## config.mk

```make
export PLATFORM = sky130hd
export DESIGN_NAME = peripheral_gpio_flat
export DESIGN_NICKNAME = d
export VERILOG_FILES = /design/src/rtl/gpio_pkg.sv /design/src/rtl/peripheral_gpio_if.sv /design/src/rtl/gpio_debounce.sv /design/src/rtl/peripheral_gpio.sv /design/src/flat_wrapper.sv
export SDC_FILE = /design/constraint.sdc
export NUM_CORES = 1
export LEC_CHECK = 0
export ABC_CLOCK_PERIOD_IN_PS = 11260
export CAP_MARGIN = 10
export CORE_MARGIN = 3
export CORE_UTILIZATION = 31
export DETAILED_ROUTE_END_ITERATION = 10
export PLACE_DENSITY = 0.62
export SLEW_MARGIN = 15
export SYNTH_ARGS = -nofsm -noshare
export SYNTH_HDL_FRONTEND = slang
export SYNTH_SLANG_ARGS = --single-unit
```

## constraint.sdc

```tcl
create_clock -name clk -period 11.26 [get_ports clk]
set_clock_uncertainty 0.15 [all_clocks]
set_input_delay 2.252 -clock clk [delete_from_list [all_inputs] [get_ports clk]]
set_output_delay 2.252 -clock clk [all_outputs]
set_load 0.03 [all_outputs]
```

## src/rtl/gpio_pkg.sv

```systemverilog
// Shared definitions for the GPIO peripheral: default sizes and register offsets.
package gpio_pkg;

    localparam int GPIO_WIDTH = 8;
    localparam int GPIO_DEB_W = 16;

    // Word index of each register, taken from addr[4:2].
    typedef enum logic [2:0] {
        REG_DOUT = 3'd0,
        REG_DIR  = 3'd1,
        REG_DIN  = 3'd2,
        REG_RISE = 3'd3,
        REG_FALL = 3'd4,
        REG_PEND = 3'd5,
        REG_DEB  = 3'd6,
        REG_RSVD = 3'd7
    } gpio_reg_e;

    // Byte offset of a register within the peripheral window.
    function automatic logic [4:0] reg_offset(input gpio_reg_e r);
        return {r, 2'b00};
    endfunction

endpackage

```

## src/rtl/peripheral_gpio_if.sv

```systemverilog
// SOC-side bus of the GPIO peripheral: strobes, address, write data and read data.
interface peripheral_gpio_if;
    logic        cs;
    logic        rd;
    logic        wr;
    logic [4:0]  addr;
    logic [31:0] d_in;
    logic [31:0] d_out;

    modport master (output cs, rd, wr, addr, d_in, input d_out);
    modport slave  (input cs, rd, wr, addr, d_in, output d_out);
endinterface

```

## src/rtl/gpio_debounce.sv

```systemverilog
// Input conditioning: two-flop synchroniser followed by a tick-based debouncer.
// With deb_n = 0 the debouncer is bypassed and follows the synchroniser.
module gpio_debounce #(
    parameter int WIDTH = 8,
    parameter int DEB_W = 16
) (
    input  logic             clk,
    input  logic             reset,
    input  logic [WIDTH-1:0] pin_in,
    input  logic [DEB_W-1:0] deb_n,
    input  logic             deb_wr,
    output logic [WIDTH-1:0] deb_out
);

    logic [WIDTH-1:0] sync1;
    logic [WIDTH-1:0] sync2;
    logic [WIDTH-1:0] sample;
    logic [WIDTH-1:0] stable;
    logic [DEB_W-1:0] prescaler;
    logic             bypass;
    logic             tick;

    assign bypass = (deb_n == '0);
    // A write to the period register restarts the prescaler, so no tick that cycle.
    assign tick   = !bypass && !deb_wr && (prescaler == deb_n - DEB_W'(1));
    assign stable = ~(sync2 ^ sample);

    // Two-flop synchroniser on the asynchronous pad inputs.
    always_ff @(posedge clk or posedge reset) begin
        if (reset) begin
            sync1 <= '0;
            sync2 <= '0;
        end else begin
            sync1 <= pin_in;
            sync2 <= sync1;
        end
    end

    // Prescaler counting 0..deb_n-1; held at 0 in bypass and cleared on a period write.
    always_ff @(posedge clk or posedge reset) begin
        if (reset) begin
            prescaler <= '0;
        end else if (deb_wr || bypass || tick) begin
            prescaler <= '0;
        end else begin
            prescaler <= prescaler + DEB_W'(1);
        end
    end

    // Per-pin update only when the pin agreed on two consecutive ticks.
    always_ff @(posedge clk or posedge reset) begin
        if (reset) begin
            sample  <= '0;
            deb_out <= '0;
        end else if (bypass) begin
            sample  <= sync2;
            deb_out <= sync2;
        end else if (tick) begin
            sample  <= sync2;
            deb_out <= (sync2 & stable) | (deb_out & ~stable);
        end
    end

endmodule

```

## src/rtl/peripheral_gpio.sv

```systemverilog
// Memory-mapped GPIO peripheral: register file, edge detection, sticky
// write-1-to-clear pending flags with a level interrupt, and registered read data.
module peripheral_gpio
    import gpio_pkg::*;
#(
    parameter int WIDTH = GPIO_WIDTH,
    parameter int DEB_W = GPIO_DEB_W
) (
    input  logic               clk,
    input  logic               reset,
    peripheral_gpio_if.slave   bus,
    input  logic [WIDTH-1:0]   gpio_in,
    output logic [WIDTH-1:0]   gpio_out,
    output logic [WIDTH-1:0]   gpio_oe,
    output logic               irq
);

    logic [WIDTH-1:0] dout_r;
    logic [WIDTH-1:0] dir_r;
    logic [WIDTH-1:0] rise_en_r;
    logic [WIDTH-1:0] fall_en_r;
    logic [WIDTH-1:0] pend_r;
    logic [WIDTH-1:0] prev_r;
    logic [WIDTH-1:0] deb_val;
    logic [WIDTH-1:0] rise;
    logic [WIDTH-1:0] fall;
    logic [WIDTH-1:0] clr;
    logic [WIDTH-1:0] pend_next;
    logic [DEB_W-1:0] deb_r;
    logic [31:0]      rdata;
    logic [31:0]      d_out_r;
    logic             wr_en;
    logic             rd_en;
    logic             deb_wr;
    gpio_reg_e        sel;
    logic             unused_bus;

    assign wr_en  = bus.cs & bus.wr;
    assign rd_en  = bus.cs & bus.rd;
    assign sel    = gpio_reg_e'(bus.addr[4:2]);
    assign deb_wr = wr_en && (sel == REG_DEB);

    // Byte-lane bits and data bits beyond the register widths carry no meaning here.
    assign unused_bus = ^{bus.addr[1:0], bus.d_in};

    assign gpio_out  = dout_r;
    assign gpio_oe   = dir_r;
    assign bus.d_out = d_out_r;

    gpio_debounce #(
        .WIDTH (WIDTH),
        .DEB_W (DEB_W)
    ) u_debounce (
        .clk     (clk),
        .reset   (reset),
        .pin_in  (gpio_in),
        .deb_n   (deb_r),
        .deb_wr  (deb_wr),
        .deb_out (deb_val)
    );

    // Writable configuration registers; DATA_IN, PENDING and the reserved slot are not stored here.
    always_ff @(posedge clk or posedge reset) begin
        if (reset) begin
            dout_r    <= '0;
            dir_r     <= '0;
            rise_en_r <= '0;
            fall_en_r <= '0;
            deb_r     <= '0;
        end else if (wr_en) begin
            case (sel)
                REG_DOUT: dout_r    <= bus.d_in[WIDTH-1:0];
                REG_DIR:  dir_r     <= bus.d_in[WIDTH-1:0];
                REG_RISE: rise_en_r <= bus.d_in[WIDTH-1:0];
                REG_FALL: fall_en_r <= bus.d_in[WIDTH-1:0];
                REG_DEB:  deb_r     <= bus.d_in[DEB_W-1:0];
                default:  ;
            endcase
        end
    end

    // Edge detection and pending update; a new edge beats a clear on the same bit.
    always_comb begin
        rise      = deb_val & ~prev_r;
        fall      = ~deb_val & prev_r;
        clr       = '0;
        if (wr_en && (sel == REG_PEND)) begin
            clr = bus.d_in[WIDTH-1:0];
        end
        pend_next = (pend_r & ~clr) | (rise & rise_en_r) | (fall & fall_en_r);
    end

    // Previous debounced value, sticky pending flags and the registered interrupt.
    always_ff @(posedge clk or posedge reset) begin
        if (reset) begin
            prev_r <= '0;
            pend_r <= '0;
            irq    <= 1'b0;
        end else begin
            prev_r <= deb_val;
            pend_r <= pend_next;
            irq    <= |pend_next;
        end
    end

    // Read mux over the current (pre-write) register contents, zero-extended.
    always_comb begin
        rdata = '0;
        case (sel)
            REG_DOUT: rdata[WIDTH-1:0] = dout_r;
            REG_DIR:  rdata[WIDTH-1:0] = dir_r;
            REG_DIN:  rdata[WIDTH-1:0] = deb_val;
            REG_RISE: rdata[WIDTH-1:0] = rise_en_r;
            REG_FALL: rdata[WIDTH-1:0] = fall_en_r;
            REG_PEND: rdata[WIDTH-1:0] = pend_r;
            REG_DEB:  rdata[DEB_W-1:0] = deb_r;
            default:  rdata = '0;
        endcase
    end

    // Read data register: loads on a read strobe and holds until the next one.
    always_ff @(posedge clk or posedge reset) begin
        if (reset) begin
            d_out_r <= '0;
        end else if (rd_en) begin
            d_out_r <= rdata;
        end
    end

endmodule

```

## src/flat_wrapper.sv

```systemverilog
// flat-port wrapper written by rule: the top's interface ports become plain ports
module peripheral_gpio_flat import gpio_pkg::*;
#(
    parameter int WIDTH = GPIO_WIDTH,
    parameter int DEB_W = GPIO_DEB_W
)
  (clk, reset, gpio_in, gpio_out, gpio_oe, irq, bus_cs, bus_rd, bus_wr, bus_addr, bus_d_in, bus_d_out);
  peripheral_gpio_if bus_i ();
  input  logic clk;
  input  logic reset;
  input  logic [WIDTH-1:0] gpio_in;
  output logic [WIDTH-1:0] gpio_out;
  output logic [WIDTH-1:0] gpio_oe;
  output logic irq;
  input wire logic [$bits(bus_i.cs)-1:0] bus_cs;
  input wire logic [$bits(bus_i.rd)-1:0] bus_rd;
  input wire logic [$bits(bus_i.wr)-1:0] bus_wr;
  input wire logic [$bits(bus_i.addr)-1:0] bus_addr;
  input wire logic [$bits(bus_i.d_in)-1:0] bus_d_in;
  output wire logic [$bits(bus_i.d_out)-1:0] bus_d_out;
  assign bus_i.cs = bus_cs;
  assign bus_i.rd = bus_rd;
  assign bus_i.wr = bus_wr;
  assign bus_i.addr = bus_addr;
  assign bus_i.d_in = bus_d_in;
  assign bus_d_out = bus_i.d_out;
  peripheral_gpio #(.WIDTH(WIDTH), .DEB_W(DEB_W)) u_core (.clk(clk), .reset(reset), .bus(bus_i), .gpio_in(gpio_in), .gpio_out(gpio_out), .gpio_oe(gpio_oe), .irq(irq));
endmodule
```

==> results of run 1 <==
-- flip-flops by register name, indices dropped and copies added, names as in the netlist, named ones only --
name                         count
u_core.deb_r                    16
u_core.u_debounce.sample         8
u_core.rise_en_r                 8
u_core.bus.d_out                16
u_core.irq                       1
u_core.u_debounce.sync1          8
u_core.gpio_oe                   8
u_core.fall_en_r                 8
u_core.pend_r                    8
u_core.gpio_out                  8
u_core.u_debounce.sync2          8
u_core.prev_r                    8
u_core.u_debounce.prescaler     16
-- worst register-to-register path: cells and delay by family (launching register included) --
kind / cells / cell delay, ps
flip-flops: 1 / 420
AO/OA/AOI/OAI: 2 / 650
XOR/XNOR: 1 / 230
AND/OR/NAND/NOR: 3 / 1350
multiplexers: 1 / 380
buffers and inverters: 1 / 130
adder cells (fa/ha/maj): 1 / 230
-- stage by stage --
| step | utilization [%] | setup WS, ps | total power, mW | cell area (sq um) |
|---|---|---|---|---|
| after global placement | 36.6 | 5740 | 0.936 | 7000 |
| after floorplan | - | 5420 | 0.841 | 6230 |
| final | 39.7 | 6110 | 1.49 | 7600 |
| after global routing | 39.7 | 5970 | 1.56 | 7600 |
| after detailed placement | 36.6 | 5730 | 0.949 | 7000 |
| after CTS | 39.7 | 6160 | 1.50 | 7600 |
-- cell type report --
cell class	count	area, sq um
clock buffer	23	498
clock inverter	8	103
fill	1855	11500
inverter	10	40.0
multi-input combinational	389	2730
sequential	129	3230
tap	260	325
timing repair buffer	69	678
-- synth_stat cells, types with 2 or more instances --
cell,n
or3_1,6
o21ai_0,20
buf_1,3
a22o_1,10
nor2_1,43
nand2b_1,3
buf_6,2
xor2_1,17
a21oi_1,12
mux2i_1,10
o21bai_1,2
and3_1,3
nand3_1,18
nor4_1,5
mux4_2,2
a22oi_1,6
mux2_2,57
o31ai_1,2
nand3b_1,9
or3_2,7
xnor2_1,15
dfrtp_1,129
buf_4,16
a31oi_1,10
o221ai_1,2
buf_2,3
nor3_1,5
nand2_1,52
clkbuf_1,19
ha_1,2
or4_1,5
o22ai_1,5
inv_1,10
nand4_1,3
o211ai_1,25
-- where the power goes --
| part | internal, mW | switching, mW |
|---|---|---|
| combinational | 0.152 | 0.171 |
| sequential | 0.538 | 0.0795 |
| clock | 0.354 | 0.195 |
| total | 1.04 | 0.446 |
-- cell usage in the layout (no fill, tap or decap), types with 5 or more instances in the layout --
| master | instances |
|---|---|
| a21oi_1 | 12 |
| a22o_1 | 10 |
| a22oi_1 | 6 |
| a31oi_1 | 10 |
| buf_4 | 5 |
| clkbuf_16 | 17 |
| clkbuf_8 | 5 |
| clkdlybuf4s50_1 | 64 |
| conb_1 | 16 |
| dfrtp_1 | 129 |
| inv_1 | 9 |
| mux2_2 | 57 |
| mux2i_1 | 10 |
| nand2_1 | 52 |
| nand3_1 | 18 |
| nand3b_1 | 9 |
| nor2_1 | 43 |
| nor3_1 | 5 |
| nor4_1 | 5 |
| o211ai_1 | 25 |
| o21ai_0 | 20 |
| o22ai_1 | 5 |
| or3_1 | 6 |
| or3_2 | 7 |
| or4_1 | 5 |
| xnor2_1 | 15 |
| xor2_1 | 17 |
-- logic make-up after synthesis --
kind of cell	after synthesis	synth area share, %
simple gates	168	13.7
flops	129	52.3
compound gates	102	11.7
mux	69	12.7
buf+inv	53	4.50
xor+xnor	32	4.54
fa+ha+maj	2	0.405
other cells	1	0.0607
-- layer usage --
metal  up-vias  track usage (%)
met5         -                0
met4         2             5.41
met3        27             2.96
met2       125             21.5
met1      2208             18.1
li1       2090                -
-- final timing paths --
| path | from | to |
|---|---|---|
| worst max-delay path | bus_addr[4] | u_core.irq |
| worst min-delay path | u_core.u_debounce.sync1[6] | u_core.u_debounce.sync2[6] |
| worst max register to register | u_core.deb_r[0] | u_core.u_debounce.sample[2] |
| worst min register to register | u_core.u_debounce.sync1[6] | u_core.u_debounce.sync2[6] |
| max in group asynchronous | reset | u_core.bus.d_out[15] |
| min in group asynchronous | reset | u_core.u_debounce.sync1[4] |
==> impl_metrics.env, run 1 <==
export IMPL_placementRows=50
export IMPL_clock_sinks=129
export IMPL_slew_violations=0
export IMPL_cts_hold_buf=0
export IMPL_clk_pin_slew_ps=50
export IMPL_yosysTopAreaCellShare_pct=52.3
export IMPL_synth_edf_count=0
export IMPL_routed_via_density=5.01
export IMPL_wl_met1_microns=6400
export IMPL_path_depth=9
export IMPL_ys_seq_area_share_pct=52.3
export IMPL_ff2ff_path_depth=9
export IMPL_place_gp_congestion=0.810
export IMPL_first_pass_iters=5
export IMPL_drc=0
export IMPL_area_growth_pct=23.1
export IMPL_cts_root_buffer_cell="clkbuf_16"
export IMPL_r2r_setup_slack_ps=7600
export IMPL_cpMaxStageDelayCell="nor2_1"
export IMPL_core_area_sq_mm=0.0191
export IMPL_min_path_type="reg -> reg"
export IMPL_ys_seq_elements=129
export IMPL_cts_setup_buffers=0
export IMPL_numCtsBuffers=17
export IMPL_stdcell_count=888
export IMPL_htreeDepth=4
export IMPL_gr_total_overflow=0
export IMPL_grt_pass1_wl_microns=23600
export IMPL_fin_setup_tns_ps=0
export IMPL_grt_max_degree=74
export IMPL_top_layer="met5"
export IMPL_drt_initial_drc_count=270
export IMPL_synth_main_ff_cell="dfrtp_1"
export IMPL_cp_cell_sequence="clkdlybuf4s50_1 -> buf_4 -> nand3_1 -> nor2_1 -> nand2_1 -> nand2_1 -> o211ai_1 -> or4_1 -> or4_1"
export IMPL_fmax_mhz=194
export IMPL_start_util_pct=32.2
export IMPL_die_area_sq_mm=0.0216
export IMPL_period_share_pct=45.8
export IMPL_synthTopCellsByArea="dfrtp_1 52%, mux2_2 10%, nand2_1 3.2%, o211ai_1 3.0%, nor2_1 2.6%"
export IMPL_cts_tree="done"
export IMPL_p_leak_nw=3.10
export IMPL_fin_nets=668
export IMPL_holdPathStages=0
export IMPL_start_kind="input pin"
export IMPL_die_y_microns=147
export IMPL_vias=4452
export IMPL_routedWlPerCell_microns=16.0
export IMPL_max_cap_violations=0
export IMPL_crit_type="in -> reg"
export IMPL_dr_wl_met2_microns=6780
export IMPL_synth_top_area_cell="dfrtp_1"
export IMPL_io_pins=99
export IMPL_place_hpwl_microns=9980
export IMPL_max_stage_delay_ps=660
export IMPL_crit_required_ps=11390
export IMPL_period_needed_ps=5150
export IMPL_routed_wirelength_microns=14200
export IMPL_clock_latency_ps=420
export IMPL_hold_viol=0
export IMPL_syn_avg_cell_area_sq_um=11.1
export IMPL_wl_met3_microns=712
export IMPL_power_density_mw_per_mm2=196
export IMPL_whs_ps=196
export IMPL_synth_area_sq_mm=0.00617
export IMPL_cp_buffers_inverters=2
export IMPL_drtAntennaViolNets=0
export IMPL_critPathArrivalTime_ps=5280
export IMPL_die_w_microns=147
export IMPL_rsz0062_at_grt="false"
export IMPL_grt_use_total_pct=13.5
export IMPL_post_cts_resize_count=0
export IMPL_antenna_found_initial=1
export IMPL_grt_pass1_vias=4451
export IMPL_setup_violations=0
export IMPL_ys_types=53
export IMPL_portBuffers=64
export IMPL_diodes=0
export IMPL_outcome="finished clean"
export IMPL_clockBufferDepth=2
export IMPL_async_reset_ff_share_pct=100
export IMPL_cp_max_fo=28
export IMPL_dp_cells=857
export IMPL_yosys_warnings=0
export IMPL_crit_family="simple AND/OR/NAND/NOR gates"
export IMPL_worstSetupEndpointType="register"
export IMPL_tightestPinTransition_ps=1160
export IMPL_relSlewSlack_pct=22.2
export IMPL_layout_drive_gt1_share_pct=17.7
export IMPL_ir_drop_uv=108
export IMPL_synthCells=556
Power figures use the tool's default switching activity.
==> run 2, diff against run 1 <==
ABC_CLOCK_PERIOD_IN_PS = 4910   (was 11260)
clock period = 4.91 ns   (was 11.26 ns; I/O delays follow)
==> impl_metrics.env, run 2 (same netlist as run 1, synthesis figures left out) <==
export IMPL_cts_tree="done"
export IMPL_outcome="finished clean"
export IMPL_grt_max_degree=67
export IMPL_io_pins=99
export IMPL_grt_pass1_vias=4578
export IMPL_hold_viol=0
export IMPL_drc=0
export IMPL_worstSetupEndpointType="register"
export IMPL_p_leak_nw=3.13
export IMPL_period_share_pct=74.1
export IMPL_start_kind="register"
export IMPL_clock_latency_ps=410
export IMPL_fin_nets=668
export IMPL_first_pass_iters=5
export IMPL_cp_max_fo=18
export IMPL_critPathArrivalTime_ps=3780
export IMPL_ir_drop_uv=238
export IMPL_vias=4400
export IMPL_start_util_pct=32.2
export IMPL_routed_wirelength_microns=14400
export IMPL_clockBufferDepth=2
export IMPL_power_density_mw_per_mm2=458
export IMPL_drtAntennaViolNets=0
export IMPL_area_growth_pct=24.1
export IMPL_crit_type="reg -> reg"
export IMPL_die_area_sq_mm=0.0216
export IMPL_crit_required_ps=5060
export IMPL_clk_pin_slew_ps=50
export IMPL_tightestPinTransition_ps=970
export IMPL_drt_initial_drc_count=296
export IMPL_core_area_sq_mm=0.0191
export IMPL_cts_hold_buf=0
export IMPL_antenna_found_initial=1
export IMPL_relSlewSlack_pct=35.1
export IMPL_layout_drive_gt1_share_pct=17.6
export IMPL_routed_via_density=4.95
export IMPL_period_needed_ps=3640
export IMPL_fmax_mhz=275
export IMPL_min_path_type="reg -> reg"
export IMPL_rsz0062_at_grt="false"
export IMPL_slew_violations=0
export IMPL_max_cap_violations=0
export IMPL_placementRows=50
export IMPL_grt_use_total_pct=13.8
export IMPL_cts_root_buffer_cell="clkbuf_16"
export IMPL_routedWlPerCell_microns=16.2
export IMPL_place_gp_congestion=0.823
export IMPL_post_cts_resize_count=0
export IMPL_final_common_cell="dfrtp_1"
export IMPL_fin_setup_tns_ps=0
export IMPL_cts_setup_buffers=0
export IMPL_diodes=0
export IMPL_place_hpwl_microns=10100
export IMPL_clock_sinks=129
export IMPL_mostFrequentLayoutCells="129 x dfrtp_1, 64 x clkdlybuf4s50_1, 57 x mux2_2"
export IMPL_die_y_microns=147
export IMPL_htreeDepth=4
export IMPL_setup_violations=0
export IMPL_fin_util_pct=40.0
export IMPL_grt_pass1_wl_microns=24000
export IMPL_die_w_microns=147
export IMPL_portBuffers=64
export IMPL_numCtsBuffers=17
export IMPL_gr_total_overflow=0
==> run 2: cell count changes in the layout (fill, tap and decap cells not counted), sizes merged <==
cell,delta
bufinv,+2
clkbuf,+1
clkinv,-1
clkinvlp,-1
==> run 2: metal layers <==
metal	GRT usage [%]	part of all wire, %	vias up
met5	0	0.076	-
li1	-	-	2095
met3	3.39	5.2	17
met1	17.8	45	2161
met2	22.2	48	125
met4	5.78	1.5	2
==> run 2: area by class of cell <==
type                            instances  area, sq um
Multi-Input combinational cell        389         2730
Clock buffer                           24          492
Fill cell                            1815        11500
Sequential cell                       129         3230
Tap cell                              260          325
Timing Repair Buffer                   69          691
Inverter                               10         40.0
Clock inverter                          8          150
==> run 2: path summary, 6_finish.rpt <==
path                                                  from                           to  slack (ps)  cells after the start
max in group asynchronous                            reset             u_core.deb_r[12]        2850                      3
worst min register to register  u_core.u_debounce.sync1[5]   u_core.u_debounce.sync2[5]         200                      0
min in group asynchronous                            reset   u_core.u_debounce.sync1[3]         920                      2
worst max register to register             u_core.deb_r[0]  u_core.u_debounce.sample[0]        1270                      9
worst max-delay path                       u_core.deb_r[0]  u_core.u_debounce.sample[0]        1270                      9
worst min-delay path            u_core.u_debounce.sync1[5]   u_core.u_debounce.sync2[5]         200                      0
==> run 2: worst max-delay path: stages (launching register included) <==
cell       delay [ps]
dfrtp_1           420
inv_1             120
ha_1              230
or3b_1            490
nor4_2            540
xnor2_1           220
a2111oi_4         290
nand4_4           310
o21ai_4           360
mux2_2            380
==> run 2: through the flow <==
stage               area [sq um]  instances  power [mW]  hold WS, ps  setup WS (ps)
finish                      7660        889        3.51          196           1270
global route                7660        889        3.68          200           1030
CTS                         7650        889        3.55          198           1220
detailed placement          7010        857        2.18          185           1020
global placement            7010        857        2.15          190           1010
floorplan                   6230        571        1.93          181            337
==> run 2: where the power goes <==
group,internal (mW),switching [mW]
logic,0.351,0.395
clock network,0.904,0.445
registers,1.23,0.182
